$ cat src/rtl/button_conditioner.sv
// button_conditioner
//
// Input stage between the board pins (buttons and switches) and the game
// logic. Every channel is synchronised to CLK_40M with two flops, then
// debounced: a new level is accepted only after DEBOUNCE_CYCLES consecutive
// synchronised samples that differ from the current level. Any sample that
// matches the current level restarts the count.
//
// Ports:
//   CLK_40M        in   1           system clock
//   RESET          in   1           asynchronous, active-high reset
//   RAW_IN         in   NUM_INPUTS  raw pin levels, 1 = pressed/on
//   LEVEL_OUT      out  NUM_INPUTS  debounced level
//   PRESS_PULSE    out  NUM_INPUTS  one-cycle pulse on an accepted 0->1
//   RELEASE_PULSE  out  NUM_INPUTS  one-cycle pulse on an accepted 1->0
//
// Optional feature, macro BTN_AUTOREPEAT_EN: channels with REPEAT_MASK[i]=1
// re-fire PRESS_PULSE REPEAT_DELAY cycles after the press pulse and then
// every REPEAT_PERIOD cycles while the level stays high. With the macro
// undefined the repeat parameters produce no logic.

module button_conditioner #(
  parameter int                    NUM_INPUTS      = 7,
  parameter int                    DEBOUNCE_CYCLES = 400000,
  parameter int                    REPEAT_DELAY    = 16000000,
  parameter int                    REPEAT_PERIOD   = 4000000,
  parameter logic [NUM_INPUTS-1:0] REPEAT_MASK     = 7'b0000011
) (
  input  logic                  CLK_40M,
  input  logic                  RESET,
  input  logic [NUM_INPUTS-1:0] RAW_IN,
  output logic [NUM_INPUTS-1:0] LEVEL_OUT,
  output logic [NUM_INPUTS-1:0] PRESS_PULSE,
  output logic [NUM_INPUTS-1:0] RELEASE_PULSE
);

  localparam int              CNT_W    = $clog2(DEBOUNCE_CYCLES) + 1;
  localparam logic [CNT_W-1:0] CNT_LAST = CNT_W'(DEBOUNCE_CYCLES - 1);

  logic [NUM_INPUTS-1:0] sync1_q, sync2_q;
  logic [NUM_INPUTS-1:0] level_q, level_d;
  logic [NUM_INPUTS-1:0] press_q, press_d;
  logic [NUM_INPUTS-1:0] release_q, release_d;
  logic [CNT_W-1:0]      debCnt_q [NUM_INPUTS];
  logic [CNT_W-1:0]      debCnt_d [NUM_INPUTS];

`ifdef BTN_AUTOREPEAT_EN
  localparam int REP_MAX = (REPEAT_DELAY > REPEAT_PERIOD) ? REPEAT_DELAY : REPEAT_PERIOD;
  localparam int REP_W   = $clog2(REP_MAX) + 1;
  localparam logic [REP_W-1:0] DELAY_LAST  = REP_W'(REPEAT_DELAY - 1);
  localparam logic [REP_W-1:0] PERIOD_LAST = REP_W'(REPEAT_PERIOD - 1);

  logic [REP_W-1:0]      repCnt_q [NUM_INPUTS];
  logic [REP_W-1:0]      repCnt_d [NUM_INPUTS];
  // Set while waiting for the first (longer) repeat interval.
  logic [NUM_INPUTS-1:0] repFirst_q, repFirst_d;
`else
  // Ties off the repeat settings so the default build carries them unused.
  logic unusedRepeatCfg;
  assign unusedRepeatCfg = (REPEAT_DELAY != 0) ^ (REPEAT_PERIOD != 0) ^ (^REPEAT_MASK);
`endif

  // Debounce decision per channel. A match with the current level clears the
  // counter; only an unbroken run of DEBOUNCE_CYCLES differing samples flips
  // the level, and the flip also loads the matching one-cycle pulse.
  always_comb begin
    level_d   = level_q;
    press_d   = '0;
    release_d = '0;
    for (int i = 0; i < NUM_INPUTS; i++) begin
      debCnt_d[i] = debCnt_q[i];
      if (sync2_q[i] == level_q[i]) begin
        debCnt_d[i] = '0;
      end else if (debCnt_q[i] == CNT_LAST) begin
        debCnt_d[i]  = '0;
        level_d[i]   = sync2_q[i];
        press_d[i]   = sync2_q[i];
        release_d[i] = ~sync2_q[i];
      end else begin
        debCnt_d[i] = debCnt_q[i] + CNT_W'(1);
      end
    end

`ifdef BTN_AUTOREPEAT_EN
    // Repeat timer runs only while the accepted level stays high. The cycle
    // of an accepted release is checked first so no repeat can land on or
    // after it.
    for (int i = 0; i < NUM_INPUTS; i++) begin
      repCnt_d[i]   = repCnt_q[i];
      repFirst_d[i] = repFirst_q[i];
      if (!REPEAT_MASK[i] || !level_d[i]) begin
        repCnt_d[i]   = '0;
        repFirst_d[i] = 1'b0;
      end else if (!level_q[i]) begin
        repCnt_d[i]   = '0;
        repFirst_d[i] = 1'b1;
      end else if (repCnt_q[i] == (repFirst_q[i] ? DELAY_LAST : PERIOD_LAST)) begin
        press_d[i]    = 1'b1;
        repCnt_d[i]   = '0;
        repFirst_d[i] = 1'b0;
      end else begin
        repCnt_d[i] = repCnt_q[i] + REP_W'(1);
      end
    end
`endif
  end

  // All state, including both synchroniser stages, clears asynchronously.
  always_ff @(posedge CLK_40M or posedge RESET) begin
    if (RESET) begin
      sync1_q   <= '0;
      sync2_q   <= '0;
      level_q   <= '0;
      press_q   <= '0;
      release_q <= '0;
      for (int i = 0; i < NUM_INPUTS; i++) begin
        debCnt_q[i] <= '0;
      end
`ifdef BTN_AUTOREPEAT_EN
      repFirst_q <= '0;
      for (int i = 0; i < NUM_INPUTS; i++) begin
        repCnt_q[i] <= '0;
      end
`endif
    end else begin
      sync1_q   <= RAW_IN;
      sync2_q   <= sync1_q;
      level_q   <= level_d;
      press_q   <= press_d;
      release_q <= release_d;
      for (int i = 0; i < NUM_INPUTS; i++) begin
        debCnt_q[i] <= debCnt_d[i];
      end
`ifdef BTN_AUTOREPEAT_EN
      repFirst_q <= repFirst_d;
      for (int i = 0; i < NUM_INPUTS; i++) begin
        repCnt_q[i] <= repCnt_d[i];
      end
`endif
    end
  end

  assign LEVEL_OUT     = level_q;
  assign PRESS_PULSE   = press_q;
  assign RELEASE_PULSE = release_q;

endmodule

$ cat config.mk
export PLATFORM = sky130hd
export DESIGN_NAME = button_conditioner
export DESIGN_NICKNAME = d
export VERILOG_FILES = /design/src/rtl/button_conditioner.sv
export SDC_FILE = /design/constraint.sdc
export NUM_CORES = 1
export LEC_CHECK = 0
export ABC_AREA = 1
export CAP_MARGIN = 20
export CORE_MARGIN = 2
export CORE_UTILIZATION = 25
export DETAILED_ROUTE_END_ITERATION = 10
export RECOVER_POWER = 50
export SETUP_SLACK_MARGIN = 0.5
export SLEW_MARGIN = 20
export SYNTH_ARGS = -nofsm -noshare
export SYNTH_HDL_FRONTEND = slang
export SYNTH_SLANG_ARGS = --single-unit
$ cat constraint.sdc
create_clock -name CLK_40M -period 8.2 [get_ports CLK_40M]
set_input_delay 1.64 -clock CLK_40M [delete_from_list [all_inputs] [get_ports CLK_40M]]
set_output_delay 1.64 -clock CLK_40M [all_outputs]
set_load 0.005 [all_outputs]
==> metrics.md, run 1 <==
| Metric | Value |
|---|---|
| DRC | 0 |
| Initial antenna violation count | 0 |
| Final Net Count | 1217 |
| Post-route setup TNS | 0 ns |
| Synth Register Bits | 175 |
| Die Span X | 193.8 µm |
| Cell count after synthesis | 1152 |
| FP Rows | 69 |
| Predominant post-synthesis flop cell | dfrtp_1 |
| Die ar. | 37550 µm² |
| Final Max Tran Viols | 0 |
| Netlist cell types | 24 |
| Met3 GRT Util | 2.887% |
| Area share of fa/ha/maj cells after synthesis | 0.9728% |
| P_int | 1286 µW |
| Port-buffer cells | 29 |
| Max Root-Sink Buffers | 2 |
| CP Launch Type | primary input |
| Fin. Hold Viols | 0 |
| Largest family of logic cells by synthesized area | simple AND/OR/NAND/NOR gates |
| Root buf cell | clkbuf_16 |
| Max IR drop VDD | 0.1617 mV |
| Setup Crit Path Kind | in -> async |
| Syn nets | 1168 |
| Clock sinks | 175 |
| Reg2reg end | debCnt_q[32] |
| Switching Share | 24.45% |
| Post-cts sizing count | 0 |
| Routed len/inst | 10.76 µm |
| Top post-synthesis cells by count | 275 x nor2_1, 237 x nand2_1, 175 x dfrtp_1 |
| Final RePlAce weighted congestion | 0.8711 |
| Worst-path clk slew | 0.07 ns |
| First-pass GRT wire length | 32.21 mm |
| Post-synthesis compound-gate area fraction | 2.154% |
| Combinational share of power | 3.0% |
| CP Data Arrival Time | 3.70 ns |
| EDFF count, synth | 0 |
| Post-route clock skew | 0.009882 ns |
| Global-route usage over all layers | 10.31% |
| # Post-CTS Setup Buffers | 0 |
| Fill cells | 3794 |
| Fmax | 0.3094 GHz |
| Area of the multi-input gates | 3949 µm² |
| Status | finished, final reports clean |
| WHS | 0.3496 ns |
| Seq. cell area | 4379 µm² |
| Post-synthesis sequential area ratio | 48.64% |
| CTS H-tree lvls | 4 |
| Switching power | 416.3 µW |
| Crit end category | async pin |
| Grt ovf | 0 |
| Share of cells above drive strength 1 | 7.661% |
| TritonCTS buffer count | 17 |
| Vias | 7112 |
| CTS tree | done |
| Met2 Use GR | 16.93% |
| Slew HR | 40.62% |
| Critical path endpoint | debCnt_q[87] |
| R2R Path Start | LEVEL_OUT[5] |
| Period minus WS final | 3.233 ns |
| Met1 GRT Util | 12.96% |
| Crit-path max FO | 106 |
| Most common cell in the netlist | nor2_1 |
| Height of the chip | 193.8 µm |
| Vias in the first global route | 7061 |
| Number of routed nets with antenna violations | 0 |
| Synthesized area | 9004 µm² |
| Mux contribution to synthesized area | 0% |
| Worst skew pair latency | 0.45 ns |
| CTS Hold Buffers Added | 0 |
| Critical Path Source | RESET |
| Endpoints failing setup | 0 |
| Req. time, crit path | 8.66 ns |
| Top post-synthesis cells by area | dfrtp_1 49%, nor2_1 11%, nand2_1 9.9%, inv_1 5.3%, xor2_1 4.6% |
| Final critical-path share of the clock period | 39.42% |
| Clk pwr share | 45.1% |
| Largest net degree at the start of global routing | 107 |
| First-pass iteration count of the detailed router | 5 |
| Final WL | 18.03 mm |
| Worst Max-Slew Pin Slew | 0.8874 ns |
| Synthesized area per cell | 7.816 µm² |
| Worst reg-to-reg setup slack | 6.09 ns |
| Synth Area in XOR/XNOR | 6.323% |
| Via density | 4.246 |
| Sequential share of power | 51.9% |
| Top-Level Pins | 30 |
| Synth area leader | dfrtp_1 |
| RSZ-0062 raised after global routing | no |
| Pwr Density | 165.2 nW/µm² |
| Max-capacitance violation count | 0 |
| Starting density of the core | 25.37% |
| Worst hold path class | reg -> reg |
| Ys Warns | 0 |
| Core Footprint | 35480 µm² |
| Post-synth ARST share | 100.0% |
| Worst r2r path cells | 6 |
| Initial DRC count | 380 |
| Simple-gate share of the synthesized area | 35.83% |
| Area Overhead vs Synth | 14.47% |
| DP Wirelength | 12.86 mm |
| Top cell type's share of synthesized area | 48.64% |
| Diodes inserted | 0 |
| Leak Pwr | 0.004470 µW |
| Grt peak-use layer | met2 |
[per-layer routing]
layer  routed length, µm  vias up
met5                   0        -
met4                 349        0
met3                 543       25
met2                8249       86
met1                8886     3341
li1                    -     3660
[logic make-up (layout without fill, tap and decap cells)]
group | after synthesis | in the layout
simple gates | 723 | 723
flops | 175 | 175
buf+inv | 146 | 208
xor+xnor | 65 | 65
compound gates | 36 | 36
fa+ha+maj | 7 | 7
[cell type report]
type,count,area share [%]
Clock buffer,19,4.298
Timing Repair Buffer,30,2.889
Inverter,146,5.390
Multi-Input combinational cell,831,38.32
Tap cell,461,5.597
Clock inverter,13,1.020
Sequential cell,175,42.49
[flip-flops by register name (all words and copies together), names as in the netlist]
name	cells
RELEASE_PULSE	7
sync1_q	7
LEVEL_OUT	7
sync2_q	7
PRESS_PULSE	7
debCnt_q	140
[worst max-delay path, cell delays in order]
cell           delay (ns)
dlygate4sd3_1        0.61
inv_8                0.50
buf_4                0.81
[placed cells by master (no fill, tap or decap)]
cell type        count
inv_8                2
nand3_1             69
clkinv_4             2
inv_6                3
clkinvlp_4           6
a31oi_1              1
clkdlybuf4s50_1     21
clkbuf_1             1
nor2_1             294
nand2_2             12
o21ai_0             14
ha_1                 7
nor3b_1              8
clkinv_2             1
inv_2               13
nor3_1              31
clkbuf_16           17
clkinv_1             2
xor2_1              47
nand3_2              1
o21bai_1             3
o21ai_1              4
nand2_1            247
buf_4                1
nand4_1             19
o21ba_1              1
dlygate4sd3_1        8
nand3b_1             8
clkbuf_8             1
dfrtp_1            175
inv_1              130
nor2_4               6
xnor2_1             18
a21oi_1             13
nor2_2              28
[through the flow]
stage                     instance area (µm²)  util, %  std cells  setup slack [ns]  power, µW
after floorplan                          9004        -       1152             1.815      935.5
after global placement                   9886    27.86       1643             4.495      955.1
after detailed placement                 9886    27.86       1643             4.482      957.0
after CTS                               10430    29.41       1675             4.973       1732
after global routing                    10310    29.05       1675             4.614       1775
final                                   10310    29.05       1675             4.967       1703
[power by group through the flow]
stage                     registers [µW]  clock network, µW  logic (µW)
after global routing                 885                828        62.4
after global placement               900                  0        55.0
after detailed placement             901                  0        56.5
after CTS                            884                792        56.5
after floorplan                      898                  0        37.6
final                                884                767        51.4
[worst min-delay path by stage]
stage	start	to	slack, ns	cells past startpoint
2_1_floorplan	sync1_q[0]	sync2_q[0]	0.33	0
3_3_place_gp	sync1_q[3]	sync2_q[3]	0.33	0
3_5_place_dp	sync1_q[0]	sync2_q[0]	0.34	0
4_1_cts	sync1_q[0]	sync2_q[0]	0.35	0
5_1_grt	sync1_q[0]	sync2_q[0]	0.36	0
6_report	sync1_q[3]	sync2_q[3]	0.35	0
(Power assumes the default switching activity.)
==> inputs of run 2 (changes only) <==
clock period = 3.19 ns   (was 8.2 ns; I/O delays follow)
==> run 2 against run 1 <==
Power rose to 2.7 times the previous value. Hold slack lost 0.0010 ns. Die area did not move. Clock-buffer cell count fell by 2. Sequential power grew to 2.6 times the previous value. Utilization up 0.45 points. First-iteration DRC count grew 12%. Cell area is 1.6% higher. Final cell count grew 0.12%. Global-route usage down 0.31 points. Combinational power rose to 2.7 times the previous value. Setup slack worse by 3.8 ns.
==> metrics.md, run 2 (synthesized netlist as in run 1, its figures left out) <==
| Metric | Value |
|---|---|
| Share of cells above drive strength 1 | 9.465% |
| Crit end category | output port |
| Clock sinks | 175 |
| Pwr Density | 438.2 nW/µm² |
| Most common cell after layout, fill and taps aside | nor2_1 |
| Placed inst area | 9922 µm² |
| Crit-path max FO | 5 |
| DP Wirelength | 12.98 mm |
| Largest net degree at the start of global routing | 95 |
| Met3 wire length | 672 µm |
| Worst skew pair latency | 0.43 ns |
| RSZ-0062 raised after global routing | no |
| DRC | 0 |
| CTS H-tree lvls | 4 |
| Critical path's top delay family | buffers and inverters |
| Root buf cell | clkbuf_16 |
| Endpoints failing setup | 0 |
| Worst r2r path cells | 6 |
| Fin. Hold Viols | 0 |
| Via density | 4.215 |
| Final critical-path share of the clock period | 63.08% |
| Max reg flops | 140 |
| Area of the multi-input gates | 4019 µm² |
| Port-buffer cells | 29 |
| Metal2 WL | 8.152 mm |
| Global-route usage over all layers | 9.999% |
| Top-Level Pins | 30 |
| Slowest stage delay, CP | 0.53 ns |
| Initial antenna violation count | 1 |
| Post-cts sizing count | 0 |
| Final Max Tran Viols | 0 |
| Hold depth | 0 |
| CTS Hold Buffers Added | 0 |
| Worst Max-Slew Pin Slew | 0.9957 ns |
| Initial DRC count | 424 |
| Setup Crit Path Kind | reg -> out |
| Reg with most FFs | debCnt_q |
| Max Root-Sink Buffers | 2 |
| CP Launch Type | register |
| FP Rows | 69 |
| CP Data Arrival Time | 1.37 ns |
| # Post-CTS Setup Buffers | 0 |
| Most frequent cells in the layout | 283 x nor2_1, 238 x nand2_1, 175 x dfrtp_1, 130 x inv_1, 68 x nand3_1 |
| Grt ovf | 0 |
| Status | finished, final reports clean |
| Post-Layout Inst Area | 10470 µm² |
| Vias | 7068 |
| Number of routed nets with antenna violations | 0 |
| Worst-path clk slew | 0.06 ns |
| Max-capacitance violation count | 0 |
| Slowest CP cell | clkdlybuf4s50_1 |
| Metal-1 WL | 9.081 mm |
| CTS tree | done |
| Fill cells | 3766 |
| Period minus WS final | 2.012 ns |
| Worst hold path class | reg -> reg |
| Seq. cell area | 4379 µm² |
| Core Footprint | 35480 µm² |
| First-pass GRT wire length | 31.70 mm |
| Routed len/inst | 10.79 µm |
| Post-route setup TNS | 0 ns |
| TritonCTS buffer count | 17 |
| Starting density of the core | 25.37% |
| Vias in the first global route | 6838 |
| Crit path depth | 1 |
| Die ar. | 37550 µm² |
| Die Span X | 193.8 µm |
| Final WL | 18.10 mm |
| Area Overhead vs Synth | 16.26% |
| Slew HR | 33.25% |
| Height of the chip | 193.8 µm |
| Post-route clock skew | 0.01096 ns |
| CP Cell Sequence | clkdlybuf4s50_1 |
| Req. time, crit path | 2.55 ns |
| Worst Path Buf+Inv | 1 |
| Uppermost layer routed | met4 |
| Leak Pwr | 0.004519 µW |
| Fmax | 0.4969 GHz |
| WHS | 0.3486 ns |
| Final RePlAce weighted congestion | 0.8350 |
| Final Net Count | 1219 |
| Max IR drop VDD | 0.3313 mV |
| First-pass iteration count of the detailed router | 5 |
==> run 2: through the flow <==
step / instances / utilization [%] / setup slack (ns) / power [µW]
6_report: 1677 / 29.50 / 1.178 / 4586
5_1_grt: 1677 / 29.50 / 1.070 / 4774
4_1_cts: 1676 / 29.67 / 1.134 / 4672
3_5_place_dp: 1645 / 27.96 / 1.251 / 2465
3_3_place_gp: 1645 / 27.96 / 1.289 / 2459
2_1_floorplan: 1152 / - / 0.3133 / 2405
==> run 2: path summary, 6_finish.rpt <==
kind	startpoint	end	slack, ns
max reg2reg	LEVEL_OUT[2]	debCnt_q[91]	1.30
max in group asynchronous	RESET	debCnt_q[61]	1.38
min	sync1_q[1]	sync2_q[1]	0.35
min reg2reg	sync1_q[1]	sync2_q[1]	0.35
min in group asynchronous	RESET	PRESS_PULSE[5]	0.84
max	LEVEL_OUT[1]	LEVEL_OUT[1]	1.18
==> run 2: cell type report <==
type / instances / area share (%)
Clock inverter: 14 / 1.733
Sequential cell: 175 / 41.84
Timing Repair Buffer: 32 / 3.191
Clock buffer: 17 / 4.064
Inverter: 146 / 5.247
Tap cell: 461 / 5.510
Multi-Input combinational cell: 831 / 38.39
Antenna cell: 1 / 0.02391
==> run 2: layer usage <==
layer,GRT usage [%],vias up
li1,-,3671
met1,13.41,3266
met2,16.20,114
met3,2.157,17
met4,2.884,0
met5,0,-
==> run 2: report_power, final <==
part	internal (µW)	switching, µW	leakage [µW]
combinational	36.3	103	0.00183
sequential	2250	22.1	0.00240
clock	1250	931	0.000289
